## config.mk

```make
export PLATFORM = sky130hd
export DESIGN_NAME = sumu_3
export DESIGN_NICKNAME = d
export VERILOG_FILES = /design/src/rtl/sumu_3.sv
export SDC_FILE = /design/constraint.sdc
export NUM_CORES = 1
export LEC_CHECK = 0
export CAP_MARGIN = 20
export CORE_AREA = 2 2 39 41
export CTS_CLUSTER_DIAMETER = 80
export DETAILED_ROUTE_END_ITERATION = 6
export DIE_AREA = 0 0 41 43
export PLACE_DENSITY_LB_ADDON = 0.05
export SYNTH_ARGS = -nofsm -noshare
export SYNTH_HDL_FRONTEND = slang
export SYNTH_SLANG_ARGS = --single-unit
```

## constraint.sdc

```tcl
create_clock -name clk -period 0.8 [get_ports clk]
set_input_delay 0.2 -clock clk [delete_from_list [all_inputs] [get_ports clk]]
set_output_delay 0.2 -clock clk [all_outputs]
set_load 0.005 [all_outputs]
```

## src/rtl/sumu_3.sv

```systemverilog
// Registered 2-bit arithmetic unit: sum, truncated product with overflow flag,
// and absolute difference of two unsigned operands, one cycle of latency.
module sumu_3 (
   input  logic       clk,
   input  logic       rst,
   input  logic [1:0] a,
   input  logic [1:0] b,
   output logic [2:0] sum,
   output logic [2:0] mult,
   output logic [2:0] abb,
   output logic       mult_ovf
);

   logic [2:0] w_sum;
   logic [3:0] w_prod;
   logic [1:0] w_diff;

   logic [2:0] r_sum;
   logic [2:0] r_mult;
   logic [2:0] r_abb;
   logic       r_mult_ovf;

   assign w_sum  = {1'b0, a} + {1'b0, b};
   assign w_prod = {2'b00, a} * {2'b00, b};
   // Subtract in the order that cannot wrap, so the result is already |a - b|.
   assign w_diff = (a >= b) ? (a - b) : (b - a);

   always_ff @(posedge clk or posedge rst) begin
      if (rst) begin
         r_sum      <= 3'd0;
         r_mult     <= 3'd0;
         r_abb      <= 3'd0;
         r_mult_ovf <= 1'b0;
      end else begin
         r_sum      <= w_sum;
         r_mult     <= w_prod[2:0];
         r_abb      <= {1'b0, w_diff};
         r_mult_ovf <= w_prod[3];
      end
   end

   assign sum      = r_sum;
   assign mult     = r_mult;
   assign abb      = r_abb;
   assign mult_ovf = r_mult_ovf;

endmodule

```

---- Yosys cells after proc, flatten, opt, wreduce, memory -nomap -nowiden ----
Index checks and enable logic that the tools add are counted.
word-level totals
  register bits ........................... 9
  input port bits ......................... 6
cells by class
  add/subtract/negate cells ............... 3
  multipliers ............................. 1
  magnitude comparators ................... 1
  multiplexer cells ....................... 1
operator list
  operator                   number
  multiplier 2 x 2 -> 4 bit  1
  subtractor 2 bit           2
  adder 2 x 2 -> 3 bit       1
  >= comparator 2 bit        1
  2-to-1 mux 2 bit           1

---- Longest topological paths before layout ----
  word-level depth ........................ 2
  mapped depth ............................ 6

---- Least setup slack after synthesis ----
OpenSTA, ideal clock, no wires.
  kind .................................... input -> register
  start ................................... in a[0]
  end ..................................... reg r_abb[1], in the netlist abb[1]
  library setup time ...................... 122 ps
  arrival time ............................ 1388 ps
  required time ........................... 678 ps
  path slack .............................. -710 ps
  stages .................................. 6
  path buffers ............................ 0
  cell sequence ........................... inv_1 > ha_1 > inv_1 > fa_1 > and3b_1 > a2111oi_1
on the way
  word-level cells in the longest chain between the ends .. 2
  elaborated cells on any way between the ends .. 4
RTL lines
  what                                                            line  text
  start: declaration                                              6     input logic [1:0] a,
  subtractor 2 bit / >= comparator 2 bit (equally long branches)  26    assign w_diff = (a >= b) ? (a - b) : (b - a);
  2-to-1 mux 2 bit (*)                                            26
  net w_diff[1]                                                   16    logic [1:0] w_diff;
  end signal: assignment                                          37    r_abb <= {1'b0, w_diff};
  end: declaration                                                20    logic [2:0] r_abb;
Mark *: on every way through the listed nets, which the timed path passes. The rest lies on a longest branch.

---- Worst setup path after layout ----
Same ends and word-level chain as after synthesis.

==> results.toml <==
[logic_synthesis]
synth_edf_count = 0
yosys-top-cells-count = "8 x dfrtp_1, 7 x ha_1, 7 x inv_1"
asyncSetResetFlopFracSynth_pct = 100
synth_seq_cells = 8
synthCells = 33
syn_area_per_cell_sq_um = 12.7
synth_top_area_share_pct = 47.9
synth_top_cell_by_area = "dfrtp_1"
synth_top_flop_cell = "dfrtp_1"
syn_nets = 48
synth.distinct_cells = 12
synth_area_leaders = "dfrtp_1 48%, ha_1 21%, fa_1 9.6%"
synth_warnings = 0
synth_most_common_cell = "dfrtp_1"
synth_area_sq_um = 418
yosysSeqAreaShare_pct = 47.9

[floorplan]
fp.coreArea_sq_um = 1380
rows = 14
dieHeight_um = 43
start_util_pct = 30.2
ios = 16
die_w_um = 41
die_area_sq_um = 1760

[clocking]
cts_sinks = 8
htree_levels = 1
clk_pin_slew_ns = 0.05
root_buffer = "clkbuf_4"
cts_buffer_depth = 2
cts_buffers = 3
cts_hold_buf = 0
cts_tree = "built"

[routing]
drt_iter0_markers = 0
top_layer_used = "met4"
wl_met2_um = 346
wl_met1_um = 230
route.met3.wl_um = 61
wl_um = 653
drc = 0
via_per_inst = 4.12
drtPass1Iterations = 1
ant_nets = 0
wire_per_inst_um = 9.60
vias = 280

[sta]
fmax_ghz = 0.777
hold_viol_final = 0
min_period_over_period_pct = 161
rsz0062_at_grt = "yes"
final.setup.worst_slack_ns = -0.487
finalMaxSlewViolations = 0
fin_hold_ws_ns = 0.190
setup_viol = 13
period_minus_slack_ns = 1.29
fin_setup_tns_ns = -1.67

[grt]
grt_usage_pct = 8.74
grt_remaining_overflow = 0
grt_pass1_wl_um = 986
grt_pass1_vias = 270
antenna_found_initial = 0
grt_start_max_net_pins = 9

[placement]
io_buffer_count = 14
place_congestion = 0.691

[critical_path]
endpoint_kind = "register"
crit_family = "adder cells"
worst-path-buf-inv = 3
worst_setup_path_start_kind = "input port"
critPathKind = "input port to register"
critPathMaxFanout = 2
arrival_ns = 1.41
slowest_stage = "fa_1"
slowest_delay_ns = 0.51
crit_chain = "buf_12 -> inv_12 -> ha_4 -> inv_2 -> fa_1 -> and3b_1 -> a2111oi_2"
crit_required_ns = 0.93

[cells_and_area]
drive_gt1_share_pct = 61.5
fill_cells = 136
area_growth_pct = 56.3
antenna_cells = 0
nets = 69

[pwr]
vdd_drop_max_mv = 0.512
leakagePower_nw = 0.326
p_per_area_nw_per_um2 = 1490

[worst_hold_path]
hold_path.class = "input port to async pin"

[status]
violations = "setup timing"
run_status = "complete, but fails checks"

[run]
maxCapViolCount = 0
## area by class of cell
cell class / instances / area, sq um / area share, %
tap: 16 / 20.0 / 3.07
inverter: 7 / 38.8 / 5.94
sequential: 8 / 200 / 30.7
multi-input combinational: 16 / 235 / 36.0
clock buffer: 3 / 22.5 / 3.45
timing repair buffer: 18 / 136 / 20.9
## cell families (layout without fill, tap and decap cells)
logic type	Yosys count	count (layout)	share of synthesized area (%)
adders and majority gates	9	9	30.5
buffers and inverters	9	28	9.88
DFF	8	8	47.9
and+or+nand+nor	5	5	8.38
other	1	1	0.897
AOI/OAI and AO/OA	1	1	2.40
## timing repair
item,in CTS,in global routing
buffers inserted,0,0
resized for setup,61,0
gates cloned,0,0
setup endpoints to repair,17,13
pin swaps,2,0
## per-stage QoR
stage	area, sq um	util [%]	total power, W	setup WS (ns)	instances
after floorplan	472	-	0.000575	-0.572	33
after global placement	647	46.7	0.000724	-1.27	65
after detailed placement	647	46.7	0.000731	-1.31	65
after CTS	653	47.2	0.000992	-0.493	68
after global routing	653	47.2	0.00104	-0.540	68
final	653	47.2	0.000972	-0.487	68
## layout by cell type, fill, tap and decap left out, drive strengths merged, types with 2 or more instances in the layout
| cell type | instances |
|---|---|
| fa | 2 |
| dfrtp | 8 |
| buf | 16 |
| ha | 7 |
| clkbuf | 3 |
| inv | 7 |
## worst max-delay path by stage
| stage | startpoint | endpoint | slack, ns | cells past startpoint |
|---|---|---|---|---|
| 6_report | a[0] | abb[1]$_DFF_PP0_ | -0.49 | 7 |
| 3_5_place_dp | a[0] | abb[1]$_DFF_PP0_ | -1.31 | 7 |
| 5_1_grt | a[0] | abb[1]$_DFF_PP0_ | -0.54 | 7 |
| 2_1_floorplan | a[0] | abb[1]$_DFF_PP0_ | -0.57 | 6 |
| 3_3_place_gp | a[0] | abb[1]$_DFF_PP0_ | -1.27 | 7 |
| 4_1_cts | a[0] | abb[1]$_DFF_PP0_ | -0.49 | 7 |
## report_power, final
group / internal [W] / total, W / switching [W]
registers: 0.000444 / 0.000452 / 0.00000771
clock network: 0.000170 / 0.000284 / 0.000114
logic: 0.000129 / 0.000235 / 0.000106
total: 0.000743 / 0.000972 / 0.000229
## sequential cells by signal, summed over array words and instances, names as in the netlist
| signal | flops |
|---|---|
| mult | 3 |
| sum | 3 |
| mult_ovf | 1 |
| abb | 1 |
## per-layer routing
| metal | global-route usage (%) | vias up |
|---|---|---|
| li1 | - | 138 |
| met1 | 8.03 | 127 |
| met2 | 14.7 | 13 |
| met3 | 1.57 | 2 |
| met4 | 8.00 | 0 |
| met5 | 0 | - |
(Power assumes the default switching activity.)
